### config.mk
export PLATFORM = sky130hd
export DESIGN_NAME = bus_xfer_ctrl
export DESIGN_NICKNAME = d
export VERILOG_FILES = /design/src/rtl/bus_xfer_ctrl.sv
export SDC_FILE = /design/constraint.sdc
export NUM_CORES = 1
export LEC_CHECK = 0
export CAP_MARGIN = 20
export CELL_PAD_IN_SITES_DETAIL_PLACEMENT = 0
export CELL_PAD_IN_SITES_GLOBAL_PLACEMENT = 1
export CORE_MARGIN = 3
export CORE_UTILIZATION = 29
export DETAILED_ROUTE_END_ITERATION = 10
export PLACE_DENSITY_LB_ADDON = 0.1
export SYNTH_ARGS = -nofsm -noshare
export SYNTH_HDL_FRONTEND = slang
export SYNTH_SLANG_ARGS = --single-unit
### constraint.sdc
create_clock -name clk -period 2 [get_ports clk]
set_input_delay 0.4 -clock clk [delete_from_list [all_inputs] [get_ports clk]]
set_output_delay 0.4 -clock clk [all_outputs]
set_load 0.02 [all_outputs]
### src/rtl/bus_xfer_ctrl.sv
// Round-robin arbitrated register-to-register transfer controller for a shared bus.
// Define BUS_TURNAROUND_EN to insert one dead TURN cycle after every ACK.
module bus_xfer_ctrl #(
    parameter  int NREQ = 4,
    parameter  int NREG = 4,
    localparam int IW   = (NREG > 1) ? $clog2(NREG) : 1,
    localparam int RW   = (NREQ > 1) ? $clog2(NREQ) : 1
) (
    input  logic               clk,
    input  logic               reset,
    input  logic [NREQ-1:0]    req,
    input  logic [NREQ*IW-1:0] src,
    input  logic [NREQ*IW-1:0] dst,
    output logic [NREQ-1:0]    gnt,
    output logic [NREQ-1:0]    ack,
    output logic [NREG-1:0]    oe,
    output logic [NREG-1:0]    load,
    output logic               err,
    output logic               busy
);

`ifdef BUS_TURNAROUND_EN
    typedef enum logic [2:0] {
        ST_IDLE,
        ST_DRIVE,
        ST_LOAD,
        ST_ACK,
        ST_TURN
    } state_t;
`else
    typedef enum logic [1:0] {
        ST_IDLE,
        ST_DRIVE,
        ST_LOAD,
        ST_ACK
    } state_t;
`endif

    state_t        state_q, state_d;
    logic [RW-1:0] win_q, win_d;
    logic [IW-1:0] src_l_q, src_l_d;
    logic [IW-1:0] dst_l_q, dst_l_d;
    logic [RW-1:0] last_grant_q, last_grant_d;

    logic [IW-1:0]   src_idx [NREQ];
    logic [IW-1:0]   dst_idx [NREQ];
    logic [NREQ-1:0] win_onehot;
    logic [NREG-1:0] src_onehot;
    logic [NREG-1:0] dst_onehot;
    logic            same_idx;

    logic            pick_valid;
    logic [RW-1:0]   pick;
    logic [RW-1:0]   cand;

    for (genvar gi = 0; gi < NREQ; gi++) begin : g_slice
        assign src_idx[gi]    = src[gi*IW +: IW];
        assign dst_idx[gi]    = dst[gi*IW +: IW];
        assign win_onehot[gi] = (win_q == RW'(gi));
    end

    for (genvar gi = 0; gi < NREG; gi++) begin : g_reg_dec
        assign src_onehot[gi] = (src_l_q == IW'(gi));
        assign dst_onehot[gi] = (dst_l_q == IW'(gi));
    end

    assign same_idx = (src_l_q == dst_l_q);

    // Rotating priority: the requester just after the last winner is checked first.
    always_comb begin
        pick_valid = 1'b0;
        pick       = '0;
        cand       = '0;
        for (int k = 1; k <= NREQ; k++) begin
            cand = RW'((int'(last_grant_q) + k) % NREQ);
            if (!pick_valid && req[cand]) begin
                pick_valid = 1'b1;
                pick       = cand;
            end
        end
    end

    always_comb begin
        state_d      = state_q;
        win_d        = win_q;
        src_l_d      = src_l_q;
        dst_l_d      = dst_l_q;
        last_grant_d = last_grant_q;
        gnt          = '0;
        ack          = '0;
        oe           = '0;
        load         = '0;
        err          = 1'b0;
        busy         = (state_q != ST_IDLE);

        case (state_q)
            ST_IDLE: begin
                if (pick_valid) begin
                    state_d = ST_DRIVE;
                    win_d   = pick;
                    src_l_d = src_idx[pick];
                    dst_l_d = dst_idx[pick];
                end
            end
            ST_DRIVE: begin
                gnt = win_onehot;
                oe  = src_onehot;
                // A self-copy has nothing to load, so it completes straight away.
                if (same_idx) begin
                    state_d      = ST_ACK;
                    last_grant_d = win_q;
                end else begin
                    state_d = ST_LOAD;
                end
            end
            ST_LOAD: begin
                gnt          = win_onehot;
                oe           = src_onehot;
                load         = dst_onehot;
                state_d      = ST_ACK;
                last_grant_d = win_q;
            end
            ST_ACK: begin
                ack = win_onehot;
                err = same_idx;
`ifdef BUS_TURNAROUND_EN
                state_d = ST_TURN;
`else
                state_d = ST_IDLE;
`endif
            end
`ifdef BUS_TURNAROUND_EN
            ST_TURN: begin
                state_d = ST_IDLE;
            end
`endif
            default: begin
                state_d = ST_IDLE;
            end
        endcase
    end

    always_ff @(posedge clk or negedge reset) begin
        if (!reset) begin
            state_q      <= ST_IDLE;
            win_q        <= '0;
            src_l_q      <= '0;
            dst_l_q      <= '0;
            last_grant_q <= RW'(NREQ - 1);
        end else begin
            state_q      <= state_d;
            win_q        <= win_d;
            src_l_q      <= src_l_d;
            dst_l_q      <= dst_l_d;
            last_grant_q <= last_grant_d;
        end
    end

endmodule

Word level (Yosys, flattened, before mapping). Index checks and enable logic that the tools add are counted.

Add/sub/neg operators: 4. Order comparisons: 5. Equal/unequal tests: 15. Mux-type cells: 32. Bitwise gates (word level): 1. Reduce and logical (&&, ||, !) cells: 15.

Operator list (count): $mux 2 (10); $eq 2x2->1 const B (8); $mux 4 (4); $lt 2x3->1 const B (4); $mux 1 (10); $bmux 1 s2 (4); $bmux 2 s2 (2); $eq 2x1->1 const B (4); $logic_not 2->1 (4); $pmux 2 s4 (1); $add 2x1->2 const B (2); $add 2x2->2 const B (2); $ne 2x2->1 const B (2); $pmux 2 s2 (1); $reduce_and 2->1 (2); $reduce_bool 2->1 (2); $ge 3x3->1 const B (1); $logic_and 1x1->1 (3); $logic_not 1->1 (3); $not 2->3 (1); $eq 2x2->1 (1); $reduce_or 2->1 (1).

Register bits: 10. Output and inout port bits: 18. Logic and storage cells: 77.

Logic depth before layout (Yosys ltp).
Depth after elaboration: 17. Gate-level depth with buffers: 8. Depth with buffers taken out: 7.

Worst setup path before layout. No wires, ideal clock.

Path type: reg2out. Start point: register state_q[0]. End point: output port gnt[0]. Arrival: 1371 ps. Data required time: 1600 ps. Path slack: 229 ps. Stages on the path, launching flop included: 4. Cell sequence: dfrtp_1 -> inv_1 -> ha_1 -> nor3b_1.

Word-level cells in the longest chain between the ends: 3. Elaborated cells on any way between the ends: 4.

Ends and longest elaborated chain: start: declaration (line 39) `state_t state_q, state_d;`; start signal: assignment (line 151) `state_q <= state_d;`; $eq 2x1->1 / $eq 2x2->1 (equally long branches) (line 96) `case (state_q)`; $reduce_or 2->1 (no line) (*); $mux 4 (*) (line 96); end: declaration (line 14) `output logic [NREQ-1:0] gnt,`.

Every way passes the cells marked *; elsewhere a longest branch is shown, timed or not.

Final worst setup path.
Start point: register state_q[1]. End point: output port load[2].

Word-level cells in the longest chain between the ends: 2.

Ends and longest elaborated chain: $eq 2x2->1 (line 96); $mux 4 (line 96); end: declaration (line 17) `output logic [NREG-1:0] load,`.

No other way between the ends.

==> results.yml <==
critical_path:
  rr_endpoint: "src_l_q[0]"
  reg2reg_slack_ns: 0.26
  start_kind: "flop"
  r2r_cells: 6
  cp.required_ns: 1.60
  critPathCaptureType: "output port"
  startpoint: "state_q[1]"
  criticalPathCategory: "flop to output port"
  r2r_start: "last_grant_q[1]"
  worstPathArrival_ns: 1.52
  critical_path.max_fanout: 5
worst_hold_path:
  hold_class: "input pin to asynchronous set/reset pin"
synthesis:
  syn_area_um2: 908
  syn-num-nets: 135
  netlist_top_cells_area: "dfrtp_1 22%, mux2i_1 7.7%, ha_1 6.9%"
  ys_warn_count: 0
  synth_compound_area_share_pct: 15.0
  synth-seq-cells: 10
  yosys.area_share.simple_pct: 28.9
  synthAdderAreaFrac_pct: 6.89
  yosys-mux-area-fraction_pct: 13.9
  seq_area_frac_synth_pct: 27.8
  ys_types: 32
  synth_edf_count: 0
  synth_ff_type: "dfrtp_1"
  synthArstFlopShare_pct: 100
  syn_inst: 108
  synth_top_area_share_pct: 22.0
  synth_top_family_by_area: "simple AND/OR/NAND/NOR gates"
  yosysTopAreaCell: "dfrtp_1"
  syn_area_per_cell_um2: 8.41
  synthXorXnorAreaFrac_pct: 1.93
global_route:
  antenna_found_initial: 0
  grt_usage_pct: 13.6
  grt_pass1_vias: 901
  grt_max_degree: 11
  overflow: 0
  grt_pass1_wl_um: 3820
clocking:
  clock_latency_ns: 0.27
  cts_max_level: 1
  cts_tree: "built"
  clk_root_buffer_cell: "clkbuf_4"
  clockBufferDepth: 2
  numCtsBuffers: 3
  cts_sinks: 10
  clkTransAtPathRegs_ns: 0.07
placement:
  globalplace.congestion: 0.641
  place_hpwl_um: 2020
  pre_cts_ws_ns: -0.0780
  io_buffers: 39
finish:
  final_common_cell: "clkdlybuf4s50_1"
  multi_input_area_um2: 611
  final_cell_mix: "21 x clkdlybuf4s50_1, 16 x nand2_1, 14 x buf_4, 8 x dfrtp_1, 8 x clkbuf_2"
  n_fill_cell: 309
  diodes: 0
  layout-drive-gt1-share_pct: 24.4
  area_delta_synth_final_pct: 55.9
  nets: 188
  ff_latch_area_um2: 253
sta:
  max_slew_margin_pct: 69.7
  tightest_slew_ns: 0.452
  rsz0062_at_grt: "false"
  finalClockSkew_ns: 0.000439
  fmax_mhz: 520
  slew_viol_final: 0
  period_needed_ns: 1.92
  setup_viol: 0
  hold-worst-slack_ns: 0.443
  hold_viol_final: 0
  fin_crit_sh_pct: 96.1
  setup_ws_ns: 0.0771
drt:
  drt_first_pass_iters: 4
  routed_via_density: 4.66
  drc: 0
  num_vias: 941
  wl_per_cell_um: 12.1
  final_antenna_net_count: 0
  drtIter0Drc: 56
  wirelength_um: 2440
power_and_ir_drop:
  p_leak_nw: 0.683
  vdd_drop_max_mv: 0.644
  total_power_mw: 2.03
  power_density_nw_per_um2: 1430
floorplanning:
  die_height_um: 62.0
  io-pin-count: 40
  placementRows: 19
  dieArea_um2: 3840
  core_um2: 2880
  start_util_pct: 31.6
  die_w_um: 62.0
flow_run:
  maxCapViolations: 0
run_status:
  outcome: "completed"
## critical path, cell delays in order (launching register included)
cell and delay [ns]:
dfrtp_1 0.38, buf_4 0.14, ha_1 0.23, and3b_1 0.19
dlygate4sd2_1 0.32
## through the flow
step | TNS, ns | util (%) | area, um2 | std cells
2_1_floorplan | 0 | - | 908 | 108
4_1_cts | 0 | 50.5 | 1450 | 202
6_report | 0 | 49.2 | 1420 | 202
5_1_grt | 0 | 49.2 | 1420 | 202
3_5_place_dp | -0.336 | 49.7 | 1430 | 198
3_3_place_gp | -0.0605 | 49.7 | 1430 | 198
## flip-flops by register name (all words and copies together), names as in the netlist
register	count
state_q	2
win_q	2
dst_l_q	2
last_grant_q	2
src_l_q	2
## how the worst max path moves through the flow
stage,slack (ns),endpoint
2_1_floorplan,0.23,gnt[0]
3_3_place_gp,-0.02,dst_l_q[1]
3_5_place_dp,-0.08,gnt[0]
4_1_cts,0.003,busy
5_1_grt,0.0005,load[3]
6_report,0.08,load[2]
## power breakdown
| part | switching, mW | total, mW | internal (mW) |
|---|---|---|---|
| sequential | 0.119 | 0.442 | 0.323 |
| clock | 0.0742 | 0.185 | 0.111 |
| combinational | 0.744 | 1.40 | 0.657 |
| total | 0.937 | 2.03 | 1.09 |
## metal layers
| layer | vias up | GRT usage, % | part of all wire, % |
|---|---|---|---|
| met5 | - | 0 | 0 |
| met4 | 0 | 2.73 | 0.45 |
| met3 | 2 | 4.34 | 4.6 |
| met2 | 16 | 25.1 | 53 |
| met1 | 436 | 15.1 | 42 |
| li1 | 487 | - | - |
## cells in the mapped netlist, types with 3 or more instances
cell,number
clkbuf_1,3
dfrtp_1,8
nand2_1,16
nor2_1,8
inv_1,6
nand3_1,6
and3b_1,4
o211ai_1,4
mux2i_1,7
mux2_2,5
a21oi_1,3
ha_1,5
nor3b_1,4
and3_1,4
o21ai_0,4
## repair_timing
action	in CTS	in global routing
setup endpoints to repair	18	12
gates resized for setup	30	18
buffers inserted	0	0
hold buffers	0	0
## logic make-up (layout without fill, tap and decap cells)
| group | count (synthesis) | in the layout |
|---|---|---|
| flip-flops | 10 | 10 |
| XOR/XNOR | 2 | 2 |
| AO/OA/AOI/OAI | 18 | 18 |
| AND/OR/NAND/NOR | 50 | 50 |
| buffers and inverters | 11 | 63 |
| multiplexers | 12 | 12 |
| adder cells (fa/ha/maj) | 5 | 5 |
## area by class of cell
cell class / count / share of cell area [%]
clock buffers: 4 / 2.56
multi-input cells: 87 / 43.1
well taps: 42 / 3.71
flip-flops and latches: 10 / 17.8
repair buffers: 53 / 31.2
inverters: 6 / 1.59
Note: power is estimated with default switching activity, not from simulation.
